`config.mk`:
```
export PLATFORM = sky130hd
export DESIGN_NAME = glitch_sequencer
export DESIGN_NICKNAME = d
export VERILOG_FILES = /design/src/rtl/glitch_pkg.sv /design/src/rtl/trigger_sync.sv /design/src/rtl/glitch_sequencer.sv
export SDC_FILE = /design/constraint.sdc
export NUM_CORES = 1
export LEC_CHECK = 0
export BUFFER_PORTS_ARGS = -buffer_cell sky130_fd_sc_hd__buf_2
export CAP_MARGIN = 20
export CORE_MARGIN = 2
export CORE_UTILIZATION = 45
export CTS_CLUSTER_SIZE = 28
export DETAILED_ROUTE_END_ITERATION = 10
export SYNTH_ARGS = -nofsm -noshare
export SYNTH_HDL_FRONTEND = slang
export SYNTH_HIERARCHICAL = 1
export SYNTH_SLANG_ARGS = --single-unit
```
`constraint.sdc`:
```
create_clock -name clk -period 4.35 [get_ports clk]
set_input_delay 0.6525 -clock clk [delete_from_list [all_inputs] [get_ports clk]]
set_output_delay 0.6525 -clock clk [all_outputs]
set_load 0.005 [all_outputs]
```
`src/rtl/glitch_pkg.sv`:
```
// Shared state encoding and default widths for the glitcher timing core.
package glitch_pkg;

   localparam int DEF_DELAY_W = 32;
   localparam int DEF_WIDTH_W = 16;
   localparam int DEF_COUNT_W = 8;
   localparam int DEF_RST_W   = 16;

   typedef enum logic [2:0] {
      ST_IDLE   = 3'd0,
      ST_TRESET = 3'd1,
      ST_ARMED  = 3'd2,
      ST_DELAY  = 3'd3,
      ST_PULSE  = 3'd4,
      ST_GAP    = 3'd5
   } state_t;

endpackage

```
`src/rtl/trigger_sync.sv`:
```
// Two-flop synchronizer plus previous-value flop; emits a single-cycle edge
// pulse of the selected polarity.
module trigger_sync (
   input  logic clk,
   input  logic rst,
   input  logic din,
   input  logic fall,
   output logic edge_pulse
);

   logic sync1;
   logic sync2;
   logic prev;

   always_ff @(posedge clk) begin
      if (rst) begin
         sync1 <= 1'b0;
         sync2 <= 1'b0;
         prev  <= 1'b0;
      end else begin
         sync1 <= din;
         sync2 <= sync1;
         prev  <= sync2;
      end
   end

   assign edge_pulse = fall ? (~sync2 & prev) : (sync2 & ~prev);

endmodule

```
`src/rtl/glitch_sequencer.sv`:
```
// Glitcher timing core: optional target reset, arm, trigger edge, programmable
// delay, then a burst of width/gap pulses. All timing in clk cycles.
module glitch_sequencer
   import glitch_pkg::*;
#(
   parameter int DELAY_W = DEF_DELAY_W,
   parameter int WIDTH_W = DEF_WIDTH_W,
   parameter int COUNT_W = DEF_COUNT_W,
   parameter int RST_W   = DEF_RST_W
) (
   input  logic               clk,
   input  logic               rst,
   input  logic [DELAY_W-1:0] cfg_delay,
   input  logic [WIDTH_W-1:0] cfg_width,
   input  logic [WIDTH_W-1:0] cfg_gap,
   input  logic [COUNT_W-1:0] cfg_count,
   input  logic [RST_W-1:0]   cfg_rst_len,
   input  logic               cfg_trig_fall,
   input  logic               cmd_arm,
   input  logic               cmd_reset_target,
   input  logic               cmd_abort,
   input  logic               trigger_i,
   output logic               pulse_o,
   output logic               target_reset_o,
   output logic               busy_o,
   output logic               armed_o,
   output logic               done_o,
   output logic [2:0]         state_dbg
);

   state_t             state;
   logic [DELAY_W-1:0] lat_delay, delay_cnt;
   logic [WIDTH_W-1:0] lat_width, lat_gap, width_cnt, gap_cnt;
   logic [COUNT_W-1:0] lat_count, pulse_left;
   logic [RST_W-1:0]   rst_cnt;
   logic               lat_fall;
   logic               arm_pending;
   logic               trig_edge;
   logic               arm_ok;

   trigger_sync u_trigger_sync (
      .clk        (clk),
      .rst        (rst),
      .din        (trigger_i),
      .fall       (lat_fall),
      .edge_pulse (trig_edge)
   );

   assign arm_ok    = cmd_arm && (cfg_count != '0);
   assign busy_o    = (state != ST_IDLE);
   assign armed_o   = (state == ST_ARMED);
   assign state_dbg = state;

   always_ff @(posedge clk) begin
      if (rst) begin
         state          <= ST_IDLE;
         pulse_o        <= 1'b0;
         target_reset_o <= 1'b0;
         done_o         <= 1'b0;
         arm_pending    <= 1'b0;
         lat_delay      <= '0;
         lat_width      <= '0;
         lat_gap        <= '0;
         lat_count      <= '0;
         lat_fall       <= 1'b0;
         delay_cnt      <= '0;
         width_cnt      <= '0;
         gap_cnt        <= '0;
         pulse_left     <= '0;
         rst_cnt        <= '0;
      end else begin
         done_o <= 1'b0;
         if (cmd_abort && state != ST_IDLE) begin
            state          <= ST_IDLE;
            pulse_o        <= 1'b0;
            target_reset_o <= 1'b0;
            arm_pending    <= 1'b0;
         end else begin
            case (state)
               ST_IDLE: begin
                  // Latch config once so later cfg_* writes cannot disturb a run.
                  if (cmd_reset_target || arm_ok) begin
                     lat_delay <= cfg_delay;
                     lat_width <= (cfg_width == '0) ? WIDTH_W'(1) : cfg_width;
                     lat_gap   <= (cfg_gap == '0) ? WIDTH_W'(1) : cfg_gap;
                     lat_count <= cfg_count;
                     lat_fall  <= cfg_trig_fall;
                  end
                  if (cmd_reset_target) begin
                     state          <= ST_TRESET;
                     target_reset_o <= 1'b1;
                     rst_cnt        <= (cfg_rst_len == '0) ? RST_W'(1) : cfg_rst_len;
                     arm_pending    <= arm_ok;
                  end else if (arm_ok) begin
                     state <= ST_ARMED;
                  end
               end
               ST_TRESET: begin
                  if (rst_cnt == RST_W'(1)) begin
                     target_reset_o <= 1'b0;
                     arm_pending    <= 1'b0;
                     state          <= arm_pending ? ST_ARMED : ST_IDLE;
                  end else begin
                     rst_cnt <= rst_cnt - RST_W'(1);
                  end
               end
               ST_ARMED: begin
                  if (trig_edge) begin
                     pulse_left <= lat_count;
                     if (lat_delay == '0) begin
                        state     <= ST_PULSE;
                        pulse_o   <= 1'b1;
                        width_cnt <= lat_width;
                     end else begin
                        state     <= ST_DELAY;
                        delay_cnt <= lat_delay;
                     end
                  end
               end
               ST_DELAY: begin
                  if (delay_cnt == DELAY_W'(1)) begin
                     state     <= ST_PULSE;
                     pulse_o   <= 1'b1;
                     width_cnt <= lat_width;
                  end else begin
                     delay_cnt <= delay_cnt - DELAY_W'(1);
                  end
               end
               ST_PULSE: begin
                  if (width_cnt == WIDTH_W'(1)) begin
                     pulse_o <= 1'b0;
                     if (pulse_left > COUNT_W'(1)) begin
                        state      <= ST_GAP;
                        gap_cnt    <= lat_gap;
                        pulse_left <= pulse_left - COUNT_W'(1);
                     end else begin
                        state  <= ST_IDLE;
                        done_o <= 1'b1;
                     end
                  end else begin
                     width_cnt <= width_cnt - WIDTH_W'(1);
                  end
               end
               ST_GAP: begin
                  if (gap_cnt == WIDTH_W'(1)) begin
                     state     <= ST_PULSE;
                     pulse_o   <= 1'b1;
                     width_cnt <= lat_width;
                  end else begin
                     gap_cnt <= gap_cnt - WIDTH_W'(1);
                  end
               end
               default: state <= ST_IDLE;
            endcase
         end
      end
   end

endmodule

```
==> impl_metrics.yaml, run 1 <==
timing:
  hold_viol: 0
  setup_viol: 0
  tightestPinTransition_ns: 0.981
  rsz0062_at_grt: "no"
  max_clock_freq_ghz: 0.332
  finClkSkew_ns: 0.0101
  setup_tns_ns: 0
  relSlewSlack: 0.345
  fin_crit_ns: 3.01
  fin_crit_sh: 0.691
  maxSlewViolCount: 0
cts:
  clock-sinks: 171
  cts_tree: "yes"
  htree_levels: 4
  worstSkewPairLatency_ns: 0.43
  postCtsSetupBuffers: 0
  ctsHoldBuffers: 0
  clk_pin_slew_ns: 0.06
  root_buffer: "clkbuf_16"
  cts_buffers: 17
  cts_resized: 0
  cts_buffer_depth: 2
synthesis:
  ys.flop_type: "dfxtp_1"
  synthMostInstantiatedCell: "nand2_1"
  synth_edf_count: 0
  syn_avg_cell_area_um2: 7.46
  synth_area_leader_cell: "dfxtp_1"
  synthDistinctLibCells: 68
  netlist_area_um2: 8820
  ys_seq_area_frac: 0.388
  synthesis.nets: 1288
  ys_seq_elements: 171
  synth_commonest_cells: "nand2_1 (248), dfxtp_1 (171), a21oi_1 (165)"
  ys_warn_count: 6
  synth_top_area_frac: 0.388
  async_flop_share: 0
  synthTopCellsByArea: "dfxtp_1 (39%), nand2_1 (11%), a21oi_1 (9.4%), nor2_1 (3.8%), o21ai_0 (3.7%)"
  netlist_instances: 1183
setup_path:
  cp_cell_sequence: "or4_4 > or3_4 > nor4_4 > o22a_2 > nor2_1 > a32o_1"
  crit_type: "flip-flop to flip-flop"
  critPathArrivalTime_ns: 3.33
  cp-start-kind: "flip-flop"
  slowest_delay_ns: 0.62
  cp_num_buf_inv: 0
  worstPathRequired_ns: 4.67
  cp_slowest_cell: "o22a_2"
  worst-path-max-fanout: 32
  crit_family: "simple AND/OR/NAND/NOR gates"
  endpoint_kind: "flip-flop"
layout:
  area.growth.synth_to_final_pct: 14.6
  seq_area_um2: 3420
  antenna_cells: 0
  fillers: 1951
  multiInputGateArea_um2: 5020
  layout-drive-gt1-share: 0.140
  final_area_um2: 10100
  fin_nets: 1346
power:
  peakVddDrop_mv: 0.283
  powerDensity_nw_per_um2: 558
  power_leakage_nw: 3.83
route:
  first_pass_iters: 6
  drtAntennaViolNets: 0
  vias: 8781
  route.detailed.drc: 0
  first_iter_violations: 734
  wl_per_cell_um: 16.5
  wirelength_um: 25100
  detail_route.vias_per_cell: 5.78
placed_design:
  dp_hpwl_um: 16600
  placed_cell_area_um2: 9480
  gp_congestion: 0.829
  io_buffers: 102
global_route:
  antenna_found_initial: 0
  grt_first_pass_wirelength_um: 40400
  grt_max_degree: 65
  grt_pass1_vias: 7930
  grt.overflow.total: 0
  track_usage: 0.241
floorplan:
  num_rows: 51
  start_util: 0.456
  ioPinCount: 103
  die-area_um2: 20700
  die_w_um: 144
  core_um2: 19300
  die_y_um: 144
min_path:
  hold_path.class: "input pin to flip-flop"
flow_run:
  cap_violations: 0
run_status:
  status: "finished, final reports clean"
[logic make-up (layout without fill, tap and decap cells)]
group           count (synthesis)  after routing  synth area share
flops                         171            171             0.388
mux                             2              2           0.00241
fa+ha+maj                      10             10            0.0142
compound gates                385            385             0.277
buf+inv                        97            167            0.0461
simple gates                  518            518             0.273
[through the flow]
| stage | util | hold slack (ns) | setup slack [ns] | instances | power, mW |
|---|---|---|---|---|---|
| global route | 0.523 | 0.452 | 1.20 | 1518 | 6.02 |
| CTS | 0.523 | 0.433 | 1.35 | 1518 | 5.67 |
| floorplan | - | 0.414 | 1.95 | 1183 | 3.43 |
| detailed placement | 0.490 | 0.427 | 1.37 | 1487 | 4.01 |
| finish | 0.523 | 0.444 | 1.34 | 1518 | 5.64 |
| global placement | 0.490 | 0.443 | 1.45 | 1487 | 3.99 |
[final timing paths]
| check | start | depth (start not counted) | slack [ns] | to |
|---|---|---|---|---|
| hold reg to reg | lat_width[6] | 2 | 0.46 | lat_width[6] |
| hold / removal | trigger_i | 2 | 0.44 | u_trigger_sync/sync1 |
| setup reg to reg | delay_cnt[20] | 6 | 1.34 | delay_cnt[27] |
| setup / recovery | delay_cnt[20] | 6 | 1.34 | delay_cnt[27] |
[power by group]
part / switching (mW) / internal, mW
sequential: 0.230 / 1.82
combinational: 1.29 / 0.645
clock: 0.651 / 1.01
total: 2.18 / 3.47
[area by class of cell]
| cell class | instances | share of cell area |
|---|---|---|
| Multi-Input combinational cell | 915 | 0.497 |
| Sequential cell | 171 | 0.339 |
| Timing Repair Buffer | 118 | 0.0626 |
| Clock buffer | 21 | 0.0465 |
| Tap cell | 265 | 0.0328 |
| Clock inverter | 10 | 0.0162 |
| Inverter | 18 | 0.00668 |
[registers in the layout (all words and copies together), names as in the netlist]
signal and cells:
arm_pending 1, lat_gap 16, lat_width 16, lat_delay 32, width_cnt 16, state_dbg 3, rst_cnt 16, u_trigger_sync/sync1 1
done_o 1, lat_count 8, u_trigger_sync/prev 1, u_trigger_sync/sync2 1, gap_cnt 16, lat_fall 1, pulse_o 1, delay_cnt 32
target_reset_o 1, pulse_left 8
[worst reg2reg max path: stages (launching register included)]
cell and delay (ns):
dfxtp_1 0.38, or4_4 0.58, or3_4 0.41, nor4_4 0.35
o22a_2 0.62, nor2_1 0.28, a32o_1 0.28
[layer usage]
| metal | wire length (um) | global-route usage | vias up |
|---|---|---|---|
| met5 | 0 | 0 | - |
| met1 | 12500 | 0.347 | 4087 |
| met3 | 1190 | 0.0401 | 31 |
| met2 | 11000 | 0.376 | 219 |
| li1 | - | - | 4444 |
| met4 | 362 | 0.0614 | 0 |
[cells in the final DEF, fill, tap and decap left out, types with 10 or more instances in the layout]
cell,Yosys,layout
or3_1,13,13
nand3_1,17,17
a21oi_1,165,165
nor3_1,41,40
clkbuf_16,0,17
a211oi_1,12,11
buf_4,1,17
inv_1,18,18
or4_1,14,14
nand2_1,248,248
buf_2,7,101
o21ai_0,65,65
o32ai_1,17,17
o31ai_1,23,23
o21a_1,10,10
dfxtp_1,171,171
nor2_1,90,89
o311ai_0,11,11
ha_1,10,10
nor4_1,39,39
No activity file was read; power rests on OpenSTA's default activity.
==> run 2: changes to the inputs <==
--- a/config.mk
+++ b/config.mk
@@ -11,6 +11,7 @@
 export CORE_UTILIZATION = 45
 export CTS_CLUSTER_SIZE = 28
 export DETAILED_ROUTE_END_ITERATION = 10
+export PLACE_DENSITY = 0.67
 export SYNTH_ARGS = -nofsm -noshare
 export SYNTH_HDL_FRONTEND = slang
 export SYNTH_HIERARCHICAL = 1
==> constraint.sdc (replaced) <==
create_clock -name clk -period 2.5 [get_ports clk]
set_input_delay 0.375 -clock clk [delete_from_list [all_inputs] [get_ports clk]]
set_output_delay 0.375 -clock clk [all_outputs]
set_load 0.005 [all_outputs]
==> run 2 against run 1 <==
Net effect: via count up 4.9%; clock-buffer cell count down 3; highest routed layer is now met5; worst setup slack lost 1.2 ns; critical path depth rose by 1; clock power is 62% higher; register-to-register slack got worse by 1.2 ns.
==> impl_metrics.yaml, run 2 (synthesis results as in run 1) <==
cts:
  ctsHoldBuffers: 0
  htree_levels: 4
  postCtsSetupBuffers: 0
  cts_buffer_depth: 2
  root_buffer: "clkbuf_16"
  cts_tree: "yes"
  worstSkewPairLatency_ns: 0.44
  cts_buffers: 17
  clk_pin_slew_ns: 0.08
  clock-sinks: 171
power:
  seq_power_share: 0.354
  p_clk_frac: 0.267
  peakVddDrop_mv: 0.586
  powerDensity_nw_per_um2: 949
  power_leakage_nw: 4.11
  finalPower_mw: 10.0
  p_int_mw: 6.05
  switching_share: 0.397
  combPwrFrac: 0.379
  power.switching_mw: 3.99
layout:
  layout-drive-gt1-share: 0.179
  final_cell_mix: "nand2_1 (248), dfxtp_1 (170), a21oi_1 (165)"
  area.growth.synth_to_final_pct: 20.0
  reg_top3: "delay_cnt x32, lat_delay x32"
  final_common_cell: "nand2_1"
  antenna_cells: 0
  fin_nets: 1396
route:
  drtAntennaViolNets: 0
  vias: 9208
  route.detailed.drc: 0
  detail_route.vias_per_cell: 5.87
  wirelength_um: 25300
  wl_per_cell_um: 16.1
  first_pass_iters: 5
  first_iter_violations: 708
timing:
  maxSlewViolCount: 0
  setup_viol: 0
  hold_viol: 0
  relSlewSlack: 0.518
  tightestPinTransition_ns: 0.723
  setup_tns_ns: 0
  fin_crit_sh: 0.959
  fin_crit_ns: 2.40
  max_clock_freq_ghz: 0.417
  finClkSkew_ns: 0.0129
min_path:
  hp-start: "cfg_delay[25]"
  hold_path.class: "input pin to flip-flop"
global_route:
  grt_pass1_vias: 8148
  antenna_found_initial: 1
  grt_first_pass_wirelength_um: 41400
  grt.overflow.total: 0
  track_usage: 0.247
  grt_max_degree: 63
floorplan:
  start_util: 0.456
  ioPinCount: 103
  die-area_um2: 20700
  core_um2: 19300
  die_w_um: 144
  die_y_um: 144
  num_rows: 51
placed_design:
  dp_hpwl_um: 17400
  gp_congestion: 0.867
  io_buffers: 102
setup_path:
  r2r-start: "delay_cnt[20]"
  startpoint: "delay_cnt[20]"
  worst-path-max-fanout: 10
  worstPathRequired_ns: 2.85
  endpoint_kind: "flip-flop"
  crit_type: "flip-flop to flip-flop"
  critPathArrivalTime_ns: 2.75
  cp-start-kind: "flip-flop"
run_status:
  status: "finished, final reports clean"
flow_run:
  cap_violations: 0
[run 2: cell count changes in the layout (fill, tap and decap cells not counted), moves of 3 or more]
cell       before  now
o311ai_1        0    9
buf_4          17   60
o311ai_0       11    2
inv_8           0    4
bufinv_16       4    1
inv_6           1    5
buf_12          0    7
[run 2: power by group through the flow]
stage                     clock, mW  sequential [mW]  combinational [mW]
after global routing           2.84             3.61                4.25
final                          2.69             3.55                3.81
after CTS                      2.72             3.54                3.77
after global placement            0             3.58                3.72
after detailed placement          0             3.60                3.75
after floorplan                   0             3.46                2.50
[run 2: critical path: stages (launching register included)]
cell and delay [ns]:
dfxtp_1 0.32, or4_4 0.53, or3_4 0.41, nor4_4 0.21, a211oi_4 0.13, or2_4 0.32
buf_4 0.17, o31ai_1 0.22
[run 2: final timing paths]
kind | endpoint | slack [ns] | depth (start not counted)
setup reg to reg | width_cnt[12] | 0.10 | 7
hold / removal | lat_delay[25] | 0.17 | 3
hold reg to reg | u_trigger_sync/sync2 | 0.44 | 1
setup / recovery | width_cnt[12] | 0.10 | 7
[run 2: final cells by class]
cell class / instances / area (um^2)
clock inverters: 14 / 151
well taps: 265 / 332
fillers: 1868 / 8750
flip-flops and latches: 171 / 3420
inverters: 18 / 67.6
repair buffers: 168 / 1100
clock buffers: 18 / 439
multi-input cells: 915 / 5070
[run 2: metrics by stage]
step           cell area (um^2)  worst slack (ns)   util  cells  hold WS [ns]
3_3_place_gp               9940          -0.00176  0.514   1537         0.427
5_1_grt                   10600          -0.00156  0.547   1569         0.167
6_report                  10600             0.102  0.547   1569         0.165
4_1_cts                   10500           0.00299  0.545   1569         0.153
2_1_floorplan              8820            0.0999      -   1183         0.414
3_5_place_dp               9940           -0.0774  0.514   1537         0.442
[run 2: timing repair]
item                                    in CTS  in global routing
gates resized for setup                      2                 18
pin swaps                                    0                  2
endpoints found under the setup margin       7                 34
hold endpoints to repair                     0                  0
[run 2: layer usage]
metal	routed length (um)	track usage
met1	12400	0.361
met2	11100	0.372
met4	359	0.0712
met5	9	0
met3	1430	0.0430
